File: config.mk
export PLATFORM = sky130hd
export DESIGN_NAME = wb_slave_regfile_flat
export DESIGN_NICKNAME = d
export VERILOG_FILES = /design/src/rtl/wb_pkg.sv /design/src/rtl/wb_slave_regfile_if.sv /design/src/rtl/wb_req_fifo.sv /design/src/rtl/wb_slave_regfile.sv /design/src/flat_wrapper.sv
export SDC_FILE = /design/constraint.sdc
export NUM_CORES = 1
export LEC_CHECK = 0
export ABC_AREA = 1
export ABC_CLOCK_PERIOD_IN_PS = 3550
export BUFFER_PORTS_ARGS = -buffer_cell sky130_fd_sc_hd__buf_2
export CAP_MARGIN = 0
export CORE_ASPECT_RATIO = 1.4
export CORE_MARGIN = 2
export CORE_UTILIZATION = 55
export CTS_CLUSTER_DIAMETER = 40
export DETAILED_ROUTE_END_ITERATION = 10
export PLACE_DENSITY = 0.72
export SYNTH_ARGS = -nofsm -noshare
export SYNTH_HDL_FRONTEND = slang
export SYNTH_SLANG_ARGS = --single-unit
File: constraint.sdc
create_clock -name clk_i -period 3.55 [get_ports clk_i]
set_clock_uncertainty 0.2 [all_clocks]
set_input_delay 0.71 -clock clk_i [delete_from_list [all_inputs] [get_ports clk_i]]
set_output_delay 0.71 -clock clk_i [all_outputs]
set_load 0.01 [all_outputs]
File: src/rtl/wb_pkg.sv
// Shared types, sizes and helpers for the Wishbone register-file slave.
package wb_pkg;

    localparam int ADDR_WIDTH   = 16;
    localparam int DATA_WIDTH   = 32;
    localparam int GRANULE      = 8;
    localparam int SEL_WIDTH    = DATA_WIDTH / GRANULE;
    localparam int REGISTER_NUM = 16;
    localparam int REG_IDX_W    = $clog2(REGISTER_NUM);

    localparam logic [DATA_WIDTH-1:0] ID_VALUE = 32'hC0DE_0002;

    // Bit positions inside the error vector produced by classify_req.
    localparam int ERR_MISALIGN = 0;
    localparam int ERR_RANGE    = 1;
    localparam int ERR_READONLY = 2;
    localparam int ERR_NOSEL    = 3;
    localparam int ERR_CODES    = 4;

    typedef logic [ERR_CODES-1:0] err_vec_t;

    // One accepted bus request as it sits in the response queue.
    // idx only keeps the bits needed to address the bank; out-of-range
    // requests are already marked with err and never touch the bank.
    typedef struct packed {
        logic                  we;
        logic [REG_IDX_W-1:0]  idx;
        logic [DATA_WIDTH-1:0] dat;
        logic [SEL_WIDTH-1:0]  sel;
        logic                  err;
    } wb_req_t;

    // Decide at accept time which error conditions a request hits.
    function automatic err_vec_t classify_req(input logic [ADDR_WIDTH-1:0] adr,
                                              input logic                  we,
                                              input logic [SEL_WIDTH-1:0]  sel);
        logic [ADDR_WIDTH-3:0] idx;
        err_vec_t              e;
        idx             = adr[ADDR_WIDTH-1:2];
        e               = '0;
        e[ERR_MISALIGN] = (adr[1:0] != 2'b00);
        e[ERR_RANGE]    = (idx >= (ADDR_WIDTH-2)'(REGISTER_NUM));
        e[ERR_READONLY] = we && (idx == '0);
        e[ERR_NOSEL]    = (sel == '0);
        return e;
    endfunction

    // Replace only the byte lanes selected by sel.
    function automatic logic [DATA_WIDTH-1:0] merge_lanes(input logic [DATA_WIDTH-1:0] old_val,
                                                          input logic [DATA_WIDTH-1:0] new_val,
                                                          input logic [SEL_WIDTH-1:0]  sel);
        logic [DATA_WIDTH-1:0] r;
        r = old_val;
        for (int i = 0; i < SEL_WIDTH; i++) begin
            if (sel[i]) r[i*GRANULE +: GRANULE] = new_val[i*GRANULE +: GRANULE];
        end
        return r;
    endfunction

endpackage

File: src/rtl/wb_slave_regfile_if.sv
// Pipelined Wishbone bus between one master and the register-file slave.
interface wb_slave_regfile_if;
    import wb_pkg::*;

    logic                  cyc_i;
    logic                  stb_i;
    logic                  we_i;
    logic [ADDR_WIDTH-1:0] adr_i;
    logic [DATA_WIDTH-1:0] dat_i;
    logic [SEL_WIDTH-1:0]  sel_i;
    logic [DATA_WIDTH-1:0] dat_o;
    logic                  ack_o;
    logic                  err_o;
    logic                  stall_o;

    modport master (
        output cyc_i, stb_i, we_i, adr_i, dat_i, sel_i,
        input  dat_o, ack_o, err_o, stall_o
    );

    modport slave (
        input  cyc_i, stb_i, we_i, adr_i, dat_i, sel_i,
        output dat_o, ack_o, err_o, stall_o
    );

endinterface

File: src/rtl/wb_req_fifo.sv
// In-order request queue with synchronous flush; push and pop may coincide
// even when full (the popped slot is the one being refilled).
module wb_req_fifo
    import wb_pkg::*;
#(
    parameter int DEPTH = 2
) (
    input  logic                   clk,
    input  logic                   rst,
    input  logic                   flush,
    input  logic                   push,
    input  logic                   pop,
    input  wb_req_t                wr_data,
    output wb_req_t                rd_data,
    output logic                   full,
    output logic                   empty,
    output logic [$clog2(DEPTH):0] count
);

    localparam int PTR_W = $clog2(DEPTH);
    localparam int CNT_W = PTR_W + 1;

    wb_req_t          mem [DEPTH];
    logic [PTR_W-1:0] wr_ptr;
    logic [PTR_W-1:0] rd_ptr;

    // Pointers and occupancy; flush drops every queued entry.
    always_ff @(posedge clk) begin
        if (rst || flush) begin
            wr_ptr <= '0;
            rd_ptr <= '0;
            count  <= '0;
        end else begin
            if (push) wr_ptr <= wr_ptr + PTR_W'(1);
            if (pop)  rd_ptr <= rd_ptr + PTR_W'(1);
            case ({push, pop})
                2'b10:   count <= count + CNT_W'(1);
                2'b01:   count <= count - CNT_W'(1);
                default: count <= count;
            endcase
        end
    end

    // Entry storage; contents are only meaningful below count.
    always_ff @(posedge clk) begin
        if (push) mem[wr_ptr] <= wr_data;
    end

    assign rd_data = mem[rd_ptr];
    assign full    = (count == CNT_W'(DEPTH));
    assign empty   = (count == '0);

endmodule

File: src/rtl/wb_slave_regfile.sv
// Wishbone B4 pipelined slave: a bank of 32-bit registers with byte-lane
// writes, an in-order request queue and a configurable response delay.
module wb_slave_regfile
    import wb_pkg::*;
#(
    parameter int QUEUE_DEPTH = 2,
    parameter int WAIT_STATES = 0
) (
    input  logic               clk_i,
    input  logic               rst_i,
    wb_slave_regfile_if.slave  bus
);

    localparam int               CNT_W    = $clog2(QUEUE_DEPTH) + 1;
    localparam logic [CNT_W-1:0] FULL_CNT = CNT_W'(QUEUE_DEPTH);
    localparam logic [3:0]       WS       = 4'(WAIT_STATES);

    wb_req_t               new_req;
    wb_req_t               head;
    err_vec_t              req_errs;
    logic                  abort;
    logic                  push;
    logic                  pop;
    logic                  fifo_full;
    logic                  fifo_empty;
    logic [CNT_W-1:0]      fifo_count;
    logic [CNT_W-1:0]      count_next;
    logic [3:0]            wait_cnt;
    logic [3:0]            wait_next;
    logic                  stall_next;
    logic                  stall_q;
    logic                  ack_q;
    logic                  err_q;
    logic [DATA_WIDTH-1:0] dat_q;
    logic [DATA_WIDTH-1:0] regs [REGISTER_NUM];

    // Dropping cyc_i abandons everything outstanding.
    assign abort = !bus.cyc_i;

    // The head responds once it has waited WAIT_STATES cycles in place.
    assign pop  = bus.cyc_i && !fifo_empty && (wait_cnt >= WS);
    assign push = bus.cyc_i && bus.stb_i && !stall_q && (!fifo_full || pop);

    assign req_errs    = classify_req(bus.adr_i, bus.we_i, bus.sel_i);
    assign new_req.we  = bus.we_i;
    assign new_req.idx = bus.adr_i[REG_IDX_W+1:2];
    assign new_req.dat = bus.dat_i;
    assign new_req.sel = bus.sel_i;
    assign new_req.err = |req_errs;

    wb_req_fifo #(
        .DEPTH (QUEUE_DEPTH)
    ) u_fifo (
        .clk     (clk_i),
        .rst     (rst_i),
        .flush   (abort),
        .push    (push),
        .pop     (pop),
        .wr_data (new_req),
        .rd_data (head),
        .full    (fifo_full),
        .empty   (fifo_empty),
        .count   (fifo_count)
    );

    // Occupancy and head age one edge ahead, so stall_o can be registered
    // yet still drop on the cycle where a pop will free the full queue.
    always_comb begin
        count_next = fifo_count;
        wait_next  = wait_cnt;
        if (abort) begin
            count_next = '0;
            wait_next  = '0;
        end else begin
            if (push) count_next = count_next + CNT_W'(1);
            if (pop)  count_next = count_next - CNT_W'(1);
            if (pop) begin
                wait_next = '0;
            end else if (!fifo_empty && (wait_cnt < WS)) begin
                wait_next = wait_cnt + 4'd1;
            end
        end
        stall_next = !abort && (count_next == FULL_CNT) && (wait_next < WS);
    end

    // Wait counter and registered stall.
    always_ff @(posedge clk_i) begin
        if (rst_i) begin
            wait_cnt <= '0;
            stall_q  <= 1'b0;
        end else begin
            wait_cnt <= wait_next;
            stall_q  <= stall_next;
        end
    end

    // Response issue and register bank; writes land on the acking edge.
    always_ff @(posedge clk_i) begin
        if (rst_i) begin
            ack_q <= 1'b0;
            err_q <= 1'b0;
            dat_q <= '0;
            for (int i = 0; i < REGISTER_NUM; i++) regs[i] <= '0;
        end else begin
            ack_q <= 1'b0;
            err_q <= 1'b0;
            dat_q <= '0;
            if (pop) begin
                if (head.err) begin
                    err_q <= 1'b1;
                end else begin
                    ack_q <= 1'b1;
                    if (head.we) begin
                        regs[head.idx] <= merge_lanes(regs[head.idx], head.dat, head.sel);
                    end else begin
                        dat_q <= (head.idx == '0) ? ID_VALUE : regs[head.idx];
                    end
                end
            end
        end
    end

    assign bus.ack_o   = ack_q;
    assign bus.err_o   = err_q;
    assign bus.dat_o   = dat_q;
    assign bus.stall_o = stall_q;

endmodule

File: src/flat_wrapper.sv
// flat-port wrapper written by rule: the top's interface ports become plain ports
module wb_slave_regfile_flat import wb_pkg::*;
#(
    parameter int QUEUE_DEPTH = 2,
    parameter int WAIT_STATES = 0
)
  (clk_i, rst_i, bus_cyc_i, bus_stb_i, bus_we_i, bus_adr_i, bus_dat_i, bus_sel_i, bus_dat_o, bus_ack_o, bus_err_o, bus_stall_o);
  wb_slave_regfile_if bus_i ();
  input  logic clk_i;
  input  logic rst_i;
  input wire logic [$bits(bus_i.cyc_i)-1:0] bus_cyc_i;
  input wire logic [$bits(bus_i.stb_i)-1:0] bus_stb_i;
  input wire logic [$bits(bus_i.we_i)-1:0] bus_we_i;
  input wire logic [$bits(bus_i.adr_i)-1:0] bus_adr_i;
  input wire logic [$bits(bus_i.dat_i)-1:0] bus_dat_i;
  input wire logic [$bits(bus_i.sel_i)-1:0] bus_sel_i;
  output wire logic [$bits(bus_i.dat_o)-1:0] bus_dat_o;
  output wire logic [$bits(bus_i.ack_o)-1:0] bus_ack_o;
  output wire logic [$bits(bus_i.err_o)-1:0] bus_err_o;
  output wire logic [$bits(bus_i.stall_o)-1:0] bus_stall_o;
  assign bus_i.cyc_i = bus_cyc_i;
  assign bus_i.stb_i = bus_stb_i;
  assign bus_i.we_i = bus_we_i;
  assign bus_i.adr_i = bus_adr_i;
  assign bus_i.dat_i = bus_dat_i;
  assign bus_i.sel_i = bus_sel_i;
  assign bus_dat_o = bus_i.dat_o;
  assign bus_ack_o = bus_i.ack_o;
  assign bus_err_o = bus_i.err_o;
  assign bus_stall_o = bus_i.stall_o;
  wb_slave_regfile #(.QUEUE_DEPTH(QUEUE_DEPTH), .WAIT_STATES(WAIT_STATES)) u_core (.clk_i(clk_i), .rst_i(rst_i), .bus(bus_i));
endmodule
==> results of run 1 <==
[placed cells by master, fill, tap and decap left out, types with 2 or more instances in the layout]
master	n
nor3_1	3
clkinv_2	16
nor3_2	3
nand3_1	224
nor4_1	4
o21ai_1	4
clkbuf_1	7
dfxtp_1	38
nor2_4	3
a21oi_1	11
edfxtp_1	596
buf_12	11
nor2_2	4
bufinv_16	9
nor2_1	577
nand2_2	35
buf_2	90
clkbuf_16	57
buf_4	58
mux2i_1	2
nand2_8	3
inv_1	17
nand2_4	2
o21ai_0	2
inv_2	4
nand2_1	1294
clkinv_1	13
clkinvlp_4	2
[cell usage after synthesis (2+ instances only)]
master | number | area [um^2]
o21ai_1 | 4 | 20.0
clkinv_1 | 2 | 7.51
inv_1 | 17 | 63.8
nor2_2 | 2 | 12.5
nand2_1 | 1295 | 4860
edfxtp_1 | 596 | 17900
nand3_1 | 224 | 1120
nor2_1 | 581 | 2180
nand2_2 | 39 | 244
inv_2 | 5 | 18.8
dfxtp_1 | 39 | 781
o21ai_0 | 2 | 10.0
nor4_1 | 4 | 25.0
a21oi_1 | 11 | 55.1
nor3_1 | 3 | 15.0
mux2i_1 | 2 | 20.0
nor3_2 | 3 | 30.0
buf_2 | 61 | 305
clkbuf_1 | 95 | 357
buf_4 | 40 | 300
buf_1 | 10 | 37.5
[where the power goes]
group	switching [W]	internal [W]	leakage [nW]
combinational	0.00108	0.000313	6.08
clock	0.00270	0.00360	0.929
sequential	0.0000669	0.00839	6.39
total	0.00384	0.0123	13.4
[flip-flops by register name, indices dropped and copies added, names as in the netlist, named ones only]
| register | count |
|---|---|
| u_core.bus.dat_o | 32 |
| u_core.u_fifo.count | 2 |
| u_core.u_fifo.wr_ptr | 1 |
| u_core.bus.err_o | 1 |
| u_core.u_fifo.mem | 84 |
| u_core.regs | 512 |
| u_core.bus.ack_o | 1 |
| u_core.u_fifo.rd_ptr | 1 |
[worst register-to-register path, delay by kind of cell (launching register included)]
kind,cells,cell delay (ps)
simple gates,12,1850
buf+inv,2,470
flops,1,550
[worst min path at each step]
stage	start	end	slack, ps	cells past startpoint
after CTS	bus_dat_i[7]	u_core.u_fifo.mem[0][12]	90	1
after floorplan	u_core.u_fifo.count[1]	u_core.u_fifo.count[1]	230	2
after global placement	u_core.u_fifo.count[1]	u_core.u_fifo.count[1]	240	2
final	bus_dat_i[0]	u_core.u_fifo.mem[1][5]	110	1
after global routing	bus_dat_i[5]	u_core.u_fifo.mem[1][10]	100	1
after detailed placement	u_core.u_fifo.count[1]	u_core.u_fifo.count[1]	260	2
[final cells by class]
type,count,area (um^2),area share
sequential,635,18700,0.597
multi-input combinational,2179,8740,0.279
clock buffer,65,1470,0.0468
timing repair buffer,159,1110,0.0353
tap,650,813,0.0260
clock inverter,39,415,0.0133
inverter,24,92.6,0.00296
[cells by family after synthesis]
family	after synthesis
simple gates	2154
flops	635
buf+inv	230
compound gates	21
mux	2
xor+xnor	1
other cells	1
[routing by layer]
metal  share of wire  wire (um)  up-vias  GRT usage
met5               0          0        -          0
met4           0.040       2980        0      0.121
met3           0.088       6580      190     0.0381
met2            0.50      37400     1022      0.490
met1            0.37      27400    10200      0.349
li1                -          -     9868          -
[per-stage QoR]
step           hold slack, ps   util
3_5_place_dp              260  0.576
5_1_grt                  99.5  0.612
4_1_cts                  88.0  0.612
6_report                  108  0.612
2_1_floorplan             229      -
3_3_place_gp              239  0.576
==> impl_metrics.py, run 1 <==
metrics = {
    "outcome": {
        "status": "completed",
    },
    "timing": {
        "hold_violations": 0,
        "max_slew_margin": 0.453,
        "fin_crit_ps": 3310,
        "rsz0062_at_grt": "false",
        "setup_viol": 0,
        "drv_slew": 0,
        "max_freq_mhz": 302,
        "setup_ws_ps": 242,
        "worst_pin_slew_ps": 820,
        "tns_ps": 0,
        "finalCritPeriodShare": 0.932,
    },
    "synth": {
        "synth_top_family_by_area": "simple AND/OR/NAND/NOR gates",
        "async_flop_share": 0,
        "synthXorXnorAreaFrac": 0.000308,
        "synthesis.nets": 3101,
        "synth-seq-cells": 635,
        "yosysSeqAreaShare": 0.657,
        "synthSimpleGateAreaFrac": 0.299,
        "synth-adder-area-share": 0,
        "yosysWarningCount": 0,
        "syn_inst": 3044,
        "muxShareOfSynthArea": 0.000704,
        "ys.flop_type": "edfxtp_1",
        "yosysUniqueCellTypes": 30,
        "synth_compound_gate_area_share": 0.00418,
        "synth_edf_count": 596,
        "syn_avg_cell_area_um2": 9.34,
        "syn_area_um2": 28400,
    },
    "place": {
        "placed_cells": 3647,
        "hpwl_um": 44200,
        "place_area_um2": 29400,
        "port_buffers": 90,
        "post-place-ws_ps": 318,
        "place_congestion": 0.874,
    },
    "cts": {
        "cts_buffers": 56,
        "cts_setup_buffers": 0,
        "cts.htree.levels": 2,
        "cts_root_buffer": "clkbuf_16",
        "cts_buffer_depth": 3,
        "ctsResizeCount": 0,
        "path_clk_slew_ps": 70,
        "cts_tree": "done",
        "cts.sinks": 635,
        "insertion_delay_ps": 590,
        "postCtsHoldBufs": 0,
    },
    "power_and_ir_drop": {
        "p_total_w": 0.0162,
        "peakVddDrop_v": 0.000501,
        "powerDensity_nw_per_um2": 516,
        "leakage_nw": 13.4,
    },
    "route": {
        "drc": 0,
        "drtIter0Drc": 2565,
        "first_pass_iters": 6,
        "drt-wirelength-per-cell_um": 19.8,
        "num_vias": 21200,
        "wirelength_um": 74400,
        "ant_nets": 0,
        "viasPerCell": 5.66,
    },
    "critical_path": {
        "cp.depth": 14,
        "worstSetupPathType": "flip-flop to flip-flop",
        "rr_endpoint": "u_core.regs[5][11]",
        "crit_path_max_fanout": 127,
        "startpoint_type": "flip-flop",
        "crit_required_ps": 3670,
        "cp-end-kind": "flip-flop",
        "endpoint": "u_core.regs[5][11]",
        "cp.arrival_ps": 3430,
        "rrSetupSlack_ps": 240,
        "slowest_delay_ps": 550,
        "reg2regPathDepth": 14,
        "crit_buf_inv": 2,
        "cpMostUsedCell": "nand2_1",
        "slowest_stage": "dfxtp_2",
        "path_cells": "inv_2 > nand2_8 > nand2_8 > buf_12 > nand2_1 > nand2_1 > nand2_1 > nand2_1 > nand2_1 > nand2_1 > nor2_1 > nand2_1 > nand2_2 > nor2_1",
        "crit_family": "simple AND/OR/NAND/NOR gates",
    },
    "floorplan": {
        "die_area_um2": 53600,
        "initial_core_util": 0.556,
        "fp.dieW_um": 196,
        "io_pins": 92,
        "rows": 98,
        "die_h_um": 273,
        "core_um2": 51100,
    },
    "global_route": {
        "antenna_found_initial": 0,
        "grt-ovfl-total": 0,
        "grt_pass1_vias": 20900,
        "grt_usage": 0.280,
        "grt_first_pass_wirelength_um": 115000,
        "grt_max_degree": 141,
    },
    "cells_and_area": {
        "drive_gt1_frac": 0.0974,
        "area_growth_pct": 10.1,
        "final_nets": 3112,
        "fin_cells": 3751,
        "antenna_cells": 0,
        "n_fill_cell": 4132,
        "design_area_um2": 31300,
    },
    "min_path": {
        "hold_path.class": "input pin to flip-flop",
    },
    "job": {
        "drv_cap": 0,
    },
}
Note: power is estimated with default switching activity, not from simulation.
==> run 2, diff against run 1 <==
HOLD_SLACK_MARGIN = 0.12   (was default)
SKIP_LAST_GASP = 1   (was default)
==> run 2 against run 1 <==
Against the previous run:
- count of clock-buffer cells in the layout stayed put
- first-iteration DRC count is 2.5% lower
- routed wire length is 0.69% higher
- combinational power hardly changed
- sequential power hardly changed
- maximum frequency is 0.43% higher
- worst hold slack better by 31 ps
- sequential share of layout area is 0.62 points lower
- utilization is 0.65 points higher
- global-route usage is 0.14 points higher
- non-clock buffer count is 33 higher
- die area stayed put
==> impl_metrics.py, run 2 (synthesis gave the netlist of run 1 again) <==
metrics = {
    "power_and_ir_drop": {
        "switching_share": 0.238,
        "power.switching_w": 0.00385,
        "peakVddDrop_v": 0.000510,
        "leakage_nw": 13.5,
        "seq_power_share": 0.523,
        "p_int_w": 0.0123,
        "powerDensity_nw_per_um2": 512,
        "clkPwrFrac": 0.389,
        "power_frac_comb": 0.088,
    },
    "place": {
        "hpwl_um": 44200,
        "placed_cells": 3647,
        "place_congestion": 0.874,
        "port_buffers": 90,
        "place_area_um2": 29400,
    },
    "timing": {
        "max_slew_margin": 0.456,
        "worst_pin_slew_ps": 816,
        "finalCritPeriodShare": 0.928,
        "drv_slew": 0,
        "setup_viol": 0,
        "hold_violations": 0,
        "max_freq_mhz": 304,
        "fin_crit_ps": 3290,
        "rsz0062_at_grt": "false",
        "tns_ps": 0,
    },
    "cells_and_area": {
        "area_growth_pct": 11.3,
        "antenna_cells": 0,
        "final_nets": 3145,
        "largest_register_ffs": 512,
        "final_common_cell": "nand2_1",
        "final_cell_mix": "1294 x nand2_1, 596 x edfxtp_1, 577 x nor2_1",
        "regMostFlops": "u_core.regs",
        "design_area_um2": 31600,
        "fin_cells": 3784,
        "drive_gt1_frac": 0.0964,
    },
    "critical_path": {
        "crit_required_ps": 3670,
        "worstSetupPathType": "flip-flop to flip-flop",
        "rrSetupSlack_ps": 260,
        "startpoint_type": "flip-flop",
        "cpMostUsedCell": "nand2_1",
        "slowest_stage": "dfxtp_2",
        "crit_path_max_fanout": 127,
        "cp.depth": 14,
        "path_cells": "inv_2 > nand2_8 > nand2_8 > buf_12 > nand2_1 > nand2_1 > nand2_1 > nand2_1 > nand2_1 > nand2_1 > nor2_1 > nand2_1 > nand2_2 > nor2_1",
        "crit_family": "simple AND/OR/NAND/NOR gates",
        "reg2regPathDepth": 14,
        "cp.arrival_ps": 3410,
        "crit_buf_inv": 2,
        "cp-end-kind": "flip-flop",
        "slowest_delay_ps": 550,
    },
    "global_route": {
        "grt_first_pass_wirelength_um": 116000,
        "grt_usage": 0.281,
        "grt_pass1_vias": 21000,
        "grt-ovfl-total": 0,
        "antenna_found_initial": 0,
        "grt_max_degree": 141,
    },
    "min_path": {
        "holdPathStages": 1,
        "hold_path.class": "input pin to flip-flop",
    },
    "floorplan": {
        "rows": 98,
        "die_area_um2": 53600,
        "core_um2": 51100,
        "io_pins": 92,
        "initial_core_util": 0.556,
        "fp.dieW_um": 196,
        "die_h_um": 273,
    },
    "cts": {
        "ctsResizeCount": 0,
        "path_clk_slew_ps": 60,
        "cts_root_buffer": "clkbuf_16",
        "cts.sinks": 635,
        "cts.htree.levels": 2,
        "cts_tree": "done",
        "insertion_delay_ps": 590,
        "cts_buffer_depth": 3,
        "cts_buffers": 56,
    },
    "route": {
        "drt-wirelength-per-cell_um": 19.8,
        "drc": 0,
        "first_pass_iters": 7,
        "wirelength_um": 74900,
        "ant_nets": 0,
        "drtIter0Drc": 2500,
        "viasPerCell": 5.68,
        "num_vias": 21500,
    },
    "job": {
        "drv_cap": 0,
    },
    "outcome": {
        "status": "completed",
    },
}
-- run 2: cell count changes in the layout (fill, tap and decap cells not counted), sizes merged --
cell and delta:
dlygate4sd3 +33
-- run 2: power groups by stage --
stage               logic [W]  clock network (W)  registers [W]
floorplan            0.000923                  0        0.00861
global placement      0.00134                  0        0.00861
detailed placement    0.00137                  0        0.00862
CTS                   0.00140            0.00633        0.00846
global route          0.00155            0.00658        0.00847
finish                0.00142            0.00630        0.00846
-- run 2: final cells by class --
class,count,area (um^2)
Clock buffer,65,1470
Fill cell,4081,19500
Timing Repair Buffer,192,1440
Tap cell,650,813
Sequential cell,635,18700
Clock inverter,39,415
Inverter,24,92.6
Multi-Input combinational cell,2179,8740
-- run 2: metal layers --
layer	routed length, um	track usage	up-vias
met1	27500	0.350	10200
met2	37500	0.493	1119
li1	-	-	9936
met3	6760	0.0391	210
met4	3180	0.120	0
met5	0	0	-
-- run 2: path summary, 6_finish.rpt --
path                                              from                  endpoint
worst min register to register  u_core.u_fifo.count[1]    u_core.u_fifo.count[1]
worst min-delay path                      bus_adr_i[4]  u_core.u_fifo.mem[1][39]
worst max-delay path                         flip-flop        u_core.regs[5][11]
worst max register to register               flip-flop        u_core.regs[5][11]
-- run 2: what timing repair did --
item | CTS | global route
endpoints found under the hold margin | 64 | 0
hold buffers | 33 | 0
buffers inserted | 0 | 0
-- run 2: through the flow --
stage	hold slack, ps	util	total power [W]	worst slack, ps
3_3_place_gp	239	0.576	0.00995	372
3_5_place_dp	260	0.576	0.00998	318
2_1_floorplan	229	-	0.00953	331
4_1_cts	121	0.619	0.0162	295
6_report	139	0.619	0.0162	256
5_1_grt	137	0.619	0.0166	24.5
